$ cat src/rtl/ahb_pkg.sv
// Shared AHB-Lite definitions for the SRAM initiator.
// Contents: htrans/hburst/hresp/hsize encodings, the initiator FSM state type and
// small helpers that decode hburst into a beat count and a wrap flag.
package ahb_pkg;

    localparam logic [1:0] HTRANS_IDLE   = 2'b00;
    localparam logic [1:0] HTRANS_BUSY   = 2'b01;
    localparam logic [1:0] HTRANS_NONSEQ = 2'b10;
    localparam logic [1:0] HTRANS_SEQ    = 2'b11;

    localparam logic [2:0] HBURST_SINGLE = 3'b000;
    localparam logic [2:0] HBURST_INCR   = 3'b001;
    localparam logic [2:0] HBURST_WRAP4  = 3'b010;
    localparam logic [2:0] HBURST_INCR4  = 3'b011;
    localparam logic [2:0] HBURST_WRAP8  = 3'b100;
    localparam logic [2:0] HBURST_INCR8  = 3'b101;
    localparam logic [2:0] HBURST_WRAP16 = 3'b110;
    localparam logic [2:0] HBURST_INCR16 = 3'b111;

    localparam logic [1:0] HRESP_OKAY  = 2'b00;
    localparam logic [1:0] HRESP_ERROR = 2'b01;

    localparam logic [2:0] HSIZE_BYTE = 3'b000;
    localparam logic [2:0] HSIZE_HALF = 3'b001;
    localparam logic [2:0] HSIZE_WORD = 3'b010;

    typedef logic [1:0] state_t;
    localparam state_t ST_IDLE = 2'd0;
    localparam state_t ST_ADDR = 2'd1;
    localparam state_t ST_LAST = 2'd2;
    localparam state_t ST_ERR  = 2'd3;

    // log2 of the beat count; SINGLE and undefined-length INCR both give one beat.
    function automatic logic [2:0] burst_len_log2(input logic [2:0] burst);
        logic [2:0] len;
        unique case (burst[2:1])
            2'b00:   len = 3'd0;
            2'b01:   len = 3'd2;
            2'b10:   len = 3'd3;
            default: len = 3'd4;
        endcase
        return len;
    endfunction

    function automatic logic burst_is_wrap(input logic [2:0] burst);
        return (burst[2:1] != 2'b00) && !burst[0];
    endfunction

endpackage

$ cat src/rtl/ahb_sram_master_if.sv
// AHB-Lite bus bundle between the SRAM initiator and the SRAM controller slave port.
// master modport: drives hsel/haddr/htrans/hwrite/hsize/hburst/hwdata,
//                 receives hready/hresp/hrdata.
// slave modport:  the reverse direction.
interface ahb_sram_master_if #(
    parameter int unsigned ADDR_W = 32,
    parameter int unsigned DATA_W = 32
) ();

    logic              hsel;
    logic [ADDR_W-1:0] haddr;
    logic [1:0]        htrans;
    logic              hwrite;
    logic [2:0]        hsize;
    logic [2:0]        hburst;
    logic [DATA_W-1:0] hwdata;
    logic              hready;
    logic [1:0]        hresp;
    logic [DATA_W-1:0] hrdata;

    modport master (
        output hsel, haddr, htrans, hwrite, hsize, hburst, hwdata,
        input  hready, hresp, hrdata
    );

    modport slave (
        input  hsel, haddr, htrans, hwrite, hsize, hburst, hwdata,
        output hready, hresp, hrdata
    );

endinterface

$ cat src/rtl/ahb_addr_gen.sv
// Combinational next-beat address for AHB bursts.
// Ports: addr (current beat address), size (hsize, 0..2), next_addr (following beat).
// With AHB_SRAM_MST_WRAP_EN defined, extra inputs wrap/len_log2 select wrapping within
// a (beats x bytes) aligned window; otherwise only linear increment is built.
module ahb_addr_gen #(
    parameter int unsigned ADDR_W = 32
) (
    input  logic [ADDR_W-1:0] addr,
    input  logic [2:0]        size,
`ifdef AHB_SRAM_MST_WRAP_EN
    input  logic              wrap,
    input  logic [2:0]        len_log2,
`endif
    output logic [ADDR_W-1:0] next_addr
);

    logic [ADDR_W-1:0] incr_addr;

    // Natural modulo-2^ADDR_W rollover.
    assign incr_addr = addr + (ADDR_W'(1) << size);

`ifdef AHB_SRAM_MST_WRAP_EN
    logic [ADDR_W-1:0] wrap_mask;

    // Low log2(beats*bytes) bits wrap, upper bits stay put.
    assign wrap_mask = (ADDR_W'(1) << ({1'b0, len_log2} + {1'b0, size})) - ADDR_W'(1);
    assign next_addr = wrap ? ((addr & ~wrap_mask) | (incr_addr & wrap_mask)) : incr_addr;
`else
    assign next_addr = incr_addr;
`endif

endmodule

$ cat src/rtl/ahb_sram_master.sv
// AHB-Lite initiator for the SRAM controller slave port.
// Turns a command/data handshake into pipelined AHB address and data phases
// (SINGLE, INCR4/8/16; WRAP4/8/16 when AHB_SRAM_MST_WRAP_EN is defined, otherwise
// wrap codes are issued as INCR of the same length).
// Ports:
//   hclk, hreset        clock and synchronous active-high reset
//   cmd_*               command request; accepted on cmd_valid & cmd_ready
//   wr_ready/wr_data    write data pulled one beat at a time
//   rd_valid/rd_data    registered read beats
//   done/err            end-of-command pulse and error flag
//   bus                 AHB-Lite master modport
module ahb_sram_master
    import ahb_pkg::*;
#(
    parameter int unsigned ADDR_W = 32,
    parameter int unsigned DATA_W = 32
) (
    input  logic              hclk,
    input  logic              hreset,
    input  logic              cmd_valid,
    output logic              cmd_ready,
    input  logic              cmd_write,
    input  logic [ADDR_W-1:0] cmd_addr,
    input  logic [2:0]        cmd_size,
    input  logic [2:0]        cmd_burst,
    output logic              wr_ready,
    input  logic [DATA_W-1:0] wr_data,
    output logic              rd_valid,
    output logic [DATA_W-1:0] rd_data,
    output logic              done,
    output logic              err,
    ahb_sram_master_if.master bus
);

    state_t            state_q, state_d;
    logic              cmd_ready_q, cmd_ready_d;
    logic [1:0]        htrans_q, htrans_d;
    logic [ADDR_W-1:0] haddr_q, haddr_d;
    logic              hwrite_q, hwrite_d;
    logic [2:0]        hsize_q, hsize_d;
    logic [2:0]        hburst_q, hburst_d;
    logic [DATA_W-1:0] hwdata_q, hwdata_d;
    logic [4:0]        beats_q, beats_d;     // address phases still to complete
    logic              dphase_q, dphase_d;   // a data phase is in flight this cycle
    logic              rd_valid_q, rd_valid_d;
    logic [DATA_W-1:0] rd_data_q, rd_data_d;
    logic              done_q, done_d;
    logic              err_q, err_d;

    logic [2:0]        size_clip;
    logic [2:0]        burst_map;
    logic [ADDR_W-1:0] next_addr;
    logic              data_err;

    assign size_clip = (cmd_size > HSIZE_WORD) ? HSIZE_WORD : cmd_size;
    assign data_err  = dphase_q && (bus.hresp == HRESP_ERROR);

    always_comb begin
        if (cmd_burst[2:1] == 2'b00) begin
            burst_map = HBURST_SINGLE;
        end else begin
`ifdef AHB_SRAM_MST_WRAP_EN
            burst_map = cmd_burst;
`else
            burst_map = {cmd_burst[2:1], 1'b1};
`endif
        end
    end

    ahb_addr_gen #(
        .ADDR_W (ADDR_W)
    ) u_addr_gen (
        .addr      (haddr_q),
        .size      (hsize_q),
`ifdef AHB_SRAM_MST_WRAP_EN
        .wrap      (burst_is_wrap(hburst_q)),
        .len_log2  (burst_len_log2(hburst_q)),
`endif
        .next_addr (next_addr)
    );

    always_comb begin
        state_d    = state_q;
        htrans_d   = htrans_q;
        haddr_d    = haddr_q;
        hwrite_d   = hwrite_q;
        hsize_d    = hsize_q;
        hburst_d   = hburst_q;
        hwdata_d   = hwdata_q;
        beats_d    = beats_q;
        dphase_d   = dphase_q;
        rd_valid_d = 1'b0;
        rd_data_d  = rd_data_q;
        done_d     = 1'b0;
        err_d      = 1'b0;
        wr_ready   = 1'b0;

        unique case (state_q)
            ST_IDLE: begin
                if (cmd_valid && cmd_ready_q) begin
                    hwrite_d = cmd_write;
                    hsize_d  = size_clip;
                    hburst_d = burst_map;
                    haddr_d  = cmd_addr;
                    beats_d  = 5'd1 << burst_len_log2(cmd_burst);
                    htrans_d = HTRANS_NONSEQ;
                    state_d  = ST_ADDR;
                end
            end
            ST_ADDR, ST_LAST: begin
                // A data-phase error beats any address completing in the same cycle.
                if (data_err && !bus.hready) begin
                    htrans_d = HTRANS_IDLE;
                    beats_d  = '0;
                    state_d  = ST_ERR;
                end else if (data_err) begin
                    htrans_d = HTRANS_IDLE;
                    beats_d  = '0;
                    dphase_d = 1'b0;
                    done_d   = 1'b1;
                    err_d    = 1'b1;
                    state_d  = ST_IDLE;
                end else if (bus.hready) begin
                    if (dphase_q && !hwrite_q) begin
                        rd_valid_d = 1'b1;
                        rd_data_d  = bus.hrdata;
                    end
                    if (state_q == ST_LAST) begin
                        dphase_d = 1'b0;
                        done_d   = 1'b1;
                        state_d  = ST_IDLE;
                    end else begin
                        dphase_d = 1'b1;
                        beats_d  = beats_q - 5'd1;
                        haddr_d  = next_addr;
                        if (hwrite_q) begin
                            wr_ready = 1'b1;
                            hwdata_d = wr_data;
                        end
                        if (beats_q == 5'd1) begin
                            htrans_d = HTRANS_IDLE;
                            state_d  = ST_LAST;
                        end else begin
                            htrans_d = HTRANS_SEQ;
                        end
                    end
                end
            end
            ST_ERR: begin
                // Second cycle of the two-cycle ERROR response.
                if (bus.hready) begin
                    dphase_d = 1'b0;
                    done_d   = 1'b1;
                    err_d    = 1'b1;
                    state_d  = ST_IDLE;
                end
            end
            default: state_d = ST_IDLE;
        endcase

        cmd_ready_d = (state_d == ST_IDLE);
    end

    always_ff @(posedge hclk) begin
        if (hreset) begin
            state_q     <= ST_IDLE;
            cmd_ready_q <= 1'b0;
            htrans_q    <= HTRANS_IDLE;
            haddr_q     <= '0;
            hwrite_q    <= 1'b0;
            hsize_q     <= '0;
            hburst_q    <= '0;
            hwdata_q    <= '0;
            beats_q     <= '0;
            dphase_q    <= 1'b0;
            rd_valid_q  <= 1'b0;
            rd_data_q   <= '0;
            done_q      <= 1'b0;
            err_q       <= 1'b0;
        end else begin
            state_q     <= state_d;
            cmd_ready_q <= cmd_ready_d;
            htrans_q    <= htrans_d;
            haddr_q     <= haddr_d;
            hwrite_q    <= hwrite_d;
            hsize_q     <= hsize_d;
            hburst_q    <= hburst_d;
            hwdata_q    <= hwdata_d;
            beats_q     <= beats_d;
            dphase_q    <= dphase_d;
            rd_valid_q  <= rd_valid_d;
            rd_data_q   <= rd_data_d;
            done_q      <= done_d;
            err_q       <= err_d;
        end
    end

    assign cmd_ready   = cmd_ready_q;
    assign rd_valid    = rd_valid_q;
    assign rd_data     = rd_data_q;
    assign done        = done_q;
    assign err         = err_q;

    assign bus.hsel   = (htrans_q != HTRANS_IDLE);
    assign bus.haddr  = haddr_q;
    assign bus.htrans = htrans_q;
    assign bus.hwrite = hwrite_q;
    assign bus.hsize  = hsize_q;
    assign bus.hburst = hburst_q;
    assign bus.hwdata = hwdata_q;

endmodule

$ cat src/flat_wrapper.sv
// flat-port wrapper written by rule: the top's interface ports become plain ports
module ahb_sram_master_flat import ahb_pkg::*;
#(
    parameter int unsigned ADDR_W = 32,
    parameter int unsigned DATA_W = 32
)
  (hclk, hreset, cmd_valid, cmd_ready, cmd_write, cmd_addr, cmd_size, cmd_burst, wr_ready, wr_data, rd_valid, rd_data, done, err, bus_hsel, bus_haddr, bus_htrans, bus_hwrite, bus_hsize, bus_hburst, bus_hwdata, bus_hready, bus_hresp, bus_hrdata);
  ahb_sram_master_if #(.ADDR_W(ADDR_W), .DATA_W(DATA_W)) bus_i ();
  input  logic hclk;
  input  logic hreset;
  input  logic cmd_valid;
  output logic cmd_ready;
  input  logic cmd_write;
  input  logic [ADDR_W-1:0] cmd_addr;
  input  logic [2:0] cmd_size;
  input  logic [2:0] cmd_burst;
  output logic wr_ready;
  input  logic [DATA_W-1:0] wr_data;
  output logic rd_valid;
  output logic [DATA_W-1:0] rd_data;
  output logic done;
  output logic err;
  output wire logic [$bits(bus_i.hsel)-1:0] bus_hsel;
  output wire logic [$bits(bus_i.haddr)-1:0] bus_haddr;
  output wire logic [$bits(bus_i.htrans)-1:0] bus_htrans;
  output wire logic [$bits(bus_i.hwrite)-1:0] bus_hwrite;
  output wire logic [$bits(bus_i.hsize)-1:0] bus_hsize;
  output wire logic [$bits(bus_i.hburst)-1:0] bus_hburst;
  output wire logic [$bits(bus_i.hwdata)-1:0] bus_hwdata;
  input wire logic [$bits(bus_i.hready)-1:0] bus_hready;
  input wire logic [$bits(bus_i.hresp)-1:0] bus_hresp;
  input wire logic [$bits(bus_i.hrdata)-1:0] bus_hrdata;
  assign bus_hsel = bus_i.hsel;
  assign bus_haddr = bus_i.haddr;
  assign bus_htrans = bus_i.htrans;
  assign bus_hwrite = bus_i.hwrite;
  assign bus_hsize = bus_i.hsize;
  assign bus_hburst = bus_i.hburst;
  assign bus_hwdata = bus_i.hwdata;
  assign bus_i.hready = bus_hready;
  assign bus_i.hresp = bus_hresp;
  assign bus_i.hrdata = bus_hrdata;
  ahb_sram_master #(.ADDR_W(ADDR_W), .DATA_W(DATA_W)) u_core (.hclk(hclk), .hreset(hreset), .cmd_valid(cmd_valid), .cmd_ready(cmd_ready), .cmd_write(cmd_write), .cmd_addr(cmd_addr), .cmd_size(cmd_size), .cmd_burst(cmd_burst), .wr_ready(wr_ready), .wr_data(wr_data), .rd_valid(rd_valid), .rd_data(rd_data), .done(done), .err(err), .bus(bus_i));
endmodule
$ cat config.mk
export PLATFORM = sky130hd
export DESIGN_NAME = ahb_sram_master_flat
export DESIGN_NICKNAME = d
export VERILOG_FILES = /design/src/rtl/ahb_pkg.sv /design/src/rtl/ahb_sram_master_if.sv /design/src/rtl/ahb_addr_gen.sv /design/src/rtl/ahb_sram_master.sv /design/src/flat_wrapper.sv
export SDC_FILE = /design/constraint.sdc
export NUM_CORES = 1
export LEC_CHECK = 0
export BUFFER_PORTS_ARGS = -buffer_cell sky130_fd_sc_hd__buf_2
export CORE_ASPECT_RATIO = 1.2
export CORE_UTILIZATION = 49
export DETAILED_ROUTE_END_ITERATION = 8
export PLACE_DENSITY = 0.83
export SYNTH_ARGS = -nofsm -noshare
export SYNTH_HDL_FRONTEND = slang
export SYNTH_SLANG_ARGS = --single-unit
$ cat constraint.sdc
create_clock -name hclk -period 3.6 [get_ports hclk]
set_clock_uncertainty 0.15 [all_clocks]
set_input_delay 0.18 -clock hclk [delete_from_list [all_inputs] [get_ports hclk]]
set_output_delay 0.18 -clock hclk [all_outputs]
set_load 0.02 [all_outputs]
==> results.ini <==
[status]
run_status=finished, final reports clean

[pwr]
power_mw=3.55
powerDensity_mw_per_mm2=431
leakage_nw=3.60
ir_drop_v=0.000298

[critical_path]
crit_path_end_kind=primary output
critical_path_class=flip-flop to primary output
cp_max_fo=33
r2r_start=u_core.state_q[1]$_SDFF_PP0_
cp-start-kind=flip-flop
ff2ff_setup_slack_ns=0.35
r2r_cells=10
cp.required_ns=3.27
arrival_ns=3.12
worstReg2RegEnd=u_core.bus.hwdata[5]$_SDFFE_PP0P_

[drt]
vias_per_cell=5.72
drtAntennaViolNets=0
vias=6717
finalWirelength_um=20400
drtIter0Drc=534
remaining_drc_errors=0
dr.pass1.iters=6
wl_per_cell_um=17.4

[yosys]
synth-edff-count=0
synth.top_cell.area_share_pct=41.6
synth_mux_area_share_pct=1.07
synth-simple-area-share_pct=26.3
synth_compound_area_share_pct=21.2
synth_fa_ha_area_share_pct=4.58
yosys_most_used_dff=dfxtp_1
yosysSeqAreaShare_pct=41.6
syn_nets=852
ys_ff_latch=117
synth_xor_area_share_pct=1.24
yosysTopAreaCell=dfxtp_1
synth.avg_cell_area_um2=7.79
synthTopCellsByArea=dfxtp_1 (42%), nand2_1 (11%), a21oi_1 (9.8%)
synth_warnings=0
netlist_area_mm2=0.00563
synth_top_family_by_area=simple AND/OR/NAND/NOR gates
syn_inst=723
ys_types=57
async_flop_share_pct=0

[job]
cap_violations=0

[global_route]
grt_max_degree=62
grt-ovfl-total=0
grt_pass1_vias=6421
grtUsageTotal_pct=34.6
antenna_found_initial=1
grt_pass1_wl_um=32200

[timing]
slew_violations=0
setup-tns-final_ns=0
setup_viol_count_final=0
min_period_over_period_pct=95.7
fmax_mhz=290
timing.final.crit_period_ns=3.45
final.setup.worst_slack_ns=0.154
rsz0062_at_grt=no
hold_viol=0
fin_hold_ws_ns=0.00604
slew_headroom_pct=25.3
worst_pin_slew_ns=1.12

[clock_tree]
cts_setup_buffers=0
clock_latency_ns=0.41
clockBufferDepth=2
cts_buffers=17
clock-sinks=117
post_cts_resized=0
root_buffer=clkbuf_16
cts.htree.levels=4
hold_buffers=86
cts_tree=done
clk_transition_reported_paths_ns=0.06

[cells_and_area]
layout_commonest_cell=buf_2
mostFrequentLayoutCells=buf_2 (217), nand2_1 (166), dfxtp_1 (117), a21oi_1 (110), dlygate4sd3_1 (86)
drive_above_1_share_pct=26.9
antenna_cells=0
area_growth_syn_to_layout_pct=46.2
final_net_count=1136
final_area_mm2=0.00824

[worst_hold_path]
worstHoldStart=cmd_addr[28]
holdPathEnd=u_core.bus.haddr[28]$_SDFFE_PP0P_
hold_path_class=input pin to flip-flop
hold-path-cell-count=4

[die]
dieArea_mm2=0.0119
start_util_pct=50.8
pin_count=220
fp.dieH_um=119
fp.dieW_um=99.9
coreArea_mm2=0.0111
core.rowCount=42

[placement]
place_ws_ns=0.522
hpwl_um=11200
place_congestion=0.903
port_buffers=218
dpl_cell_area_mm2=0.00682

==> cell usage after synthesis, types with 2 or more instances <==
cell and number:
and3b_1 2, o22ai_1 2, or3_1 16, mux2i_1 6, ha_1 19, a2111oi_4 2, o21bai_1 2, and2_1 2
xnor2_1 5, a21oi_1 110, nor3b_1 5, o211ai_1 5, nand3_1 21, nand2_1 166, dfxtp_1 117, clkbuf_1 44
or4_1 6, o21a_1 4, nor3_1 13, nand4_1 4, o21ai_0 14, nor4b_1 2, o311ai_0 3, nor2b_1 6
buf_1 4, xor2_1 3, o31ai_1 2, inv_1 10, o221a_2 2, a211oi_1 15, a21o_1 3, and3_1 18
a31oi_1 26, nor2_1 37, nor4_1 2, or2_2 2, and4_1 3
==> stage by stage <==
step	instances	utilization (%)
floorplan	723	-
global placement	1056	61.5
detailed placement	1056	61.5
CTS	1174	74.3
global route	1174	74.3
finish	1174	74.3
==> registers in the layout (all words and copies together), names as in the netlist <==
register / cells
u_core.bus.hwrite: 1
u_core.rd_valid: 1
u_core.bus.hburst: 3
u_core.bus.hsize: 3
u_core.done: 1
u_core.err: 1
u_core.bus.htrans: 2
u_core.bus.haddr: 32
u_core.dphase_q: 1
u_core.cmd_ready: 1
u_core.state_q: 2
u_core.rd_data: 32
u_core.bus.hwdata: 32
u_core.beats_q: 5
==> worst max path at each step <==
stage / startpoint / to / slack, ns / cells after the start
after CTS: u_core.state_q[1]$_SDFF_PP0_ / wr_ready / 0.21 / 8
after detailed placement: u_core.state_q[1]$_SDFF_PP0_ / u_core.bus.hwdata[8]$_SDFFE_PP0P_ / 0.52 / 10
final: u_core.state_q[1]$_SDFF_PP0_ / wr_ready / 0.15 / 8
after global routing: u_core.state_q[0]$_SDFF_PP0_ / wr_ready / 0.01 / 8
after global placement: u_core.state_q[1]$_SDFF_PP0_ / u_core.bus.hwdata[29]$_SDFFE_PP0P_ / 0.55 / 10
after floorplan: u_core.bus.hsize[0]$_SDFFE_PP0P_ / u_core.bus.haddr[20]$_SDFFE_PP0P_ / 0.70 / 9
==> where the power goes <==
| part | total (mW) | leakage, nW | switching, mW | internal [mW] |
|---|---|---|---|---|
| Sequential | 1.41 | 0.948 | 0.0622 | 1.35 |
| Clock | 1.60 | 0.266 | 0.646 | 0.951 |
| Combinational | 0.544 | 2.39 | 0.303 | 0.241 |
==> critical path, stage by stage, from the launching register on <==
cell,delay (ns)
dfxtp_1,0.38
inv_1,0.07
ha_1,0.54
nand2_1,0.36
nor3_1,0.22
nand2_1,0.08
buf_4,0.24
inv_1,0.52
buf_2,0.28
==> layout make-up <==
class	count	area, µm²
clock buffer	17	425
clock inverter	15	133
fill	741	2850
inverter	11	41.3
multi-input combinational	546	3070
sequential	117	2340
tap	154	193
timing repair buffer	314	2030
==> routing by layer <==
metal | up-vias | wire length (µm) | track usage, %
met5 | - | 11 | 0
met4 | 2 | 1030 | 19.2
met3 | 105 | 2140 | 12.0
met2 | 391 | 9760 | 57.5
met1 | 3088 | 7440 | 38.2
li1 | 3131 | - | -
==> cell families after synthesis <==
kind of cell / after synthesis
compound gates: 197
simple gates: 315
mux: 6
fa+ha+maj: 20
xor+xnor: 8
buf+inv: 60
flops: 117
Note: power is estimated with default switching activity, not from simulation.
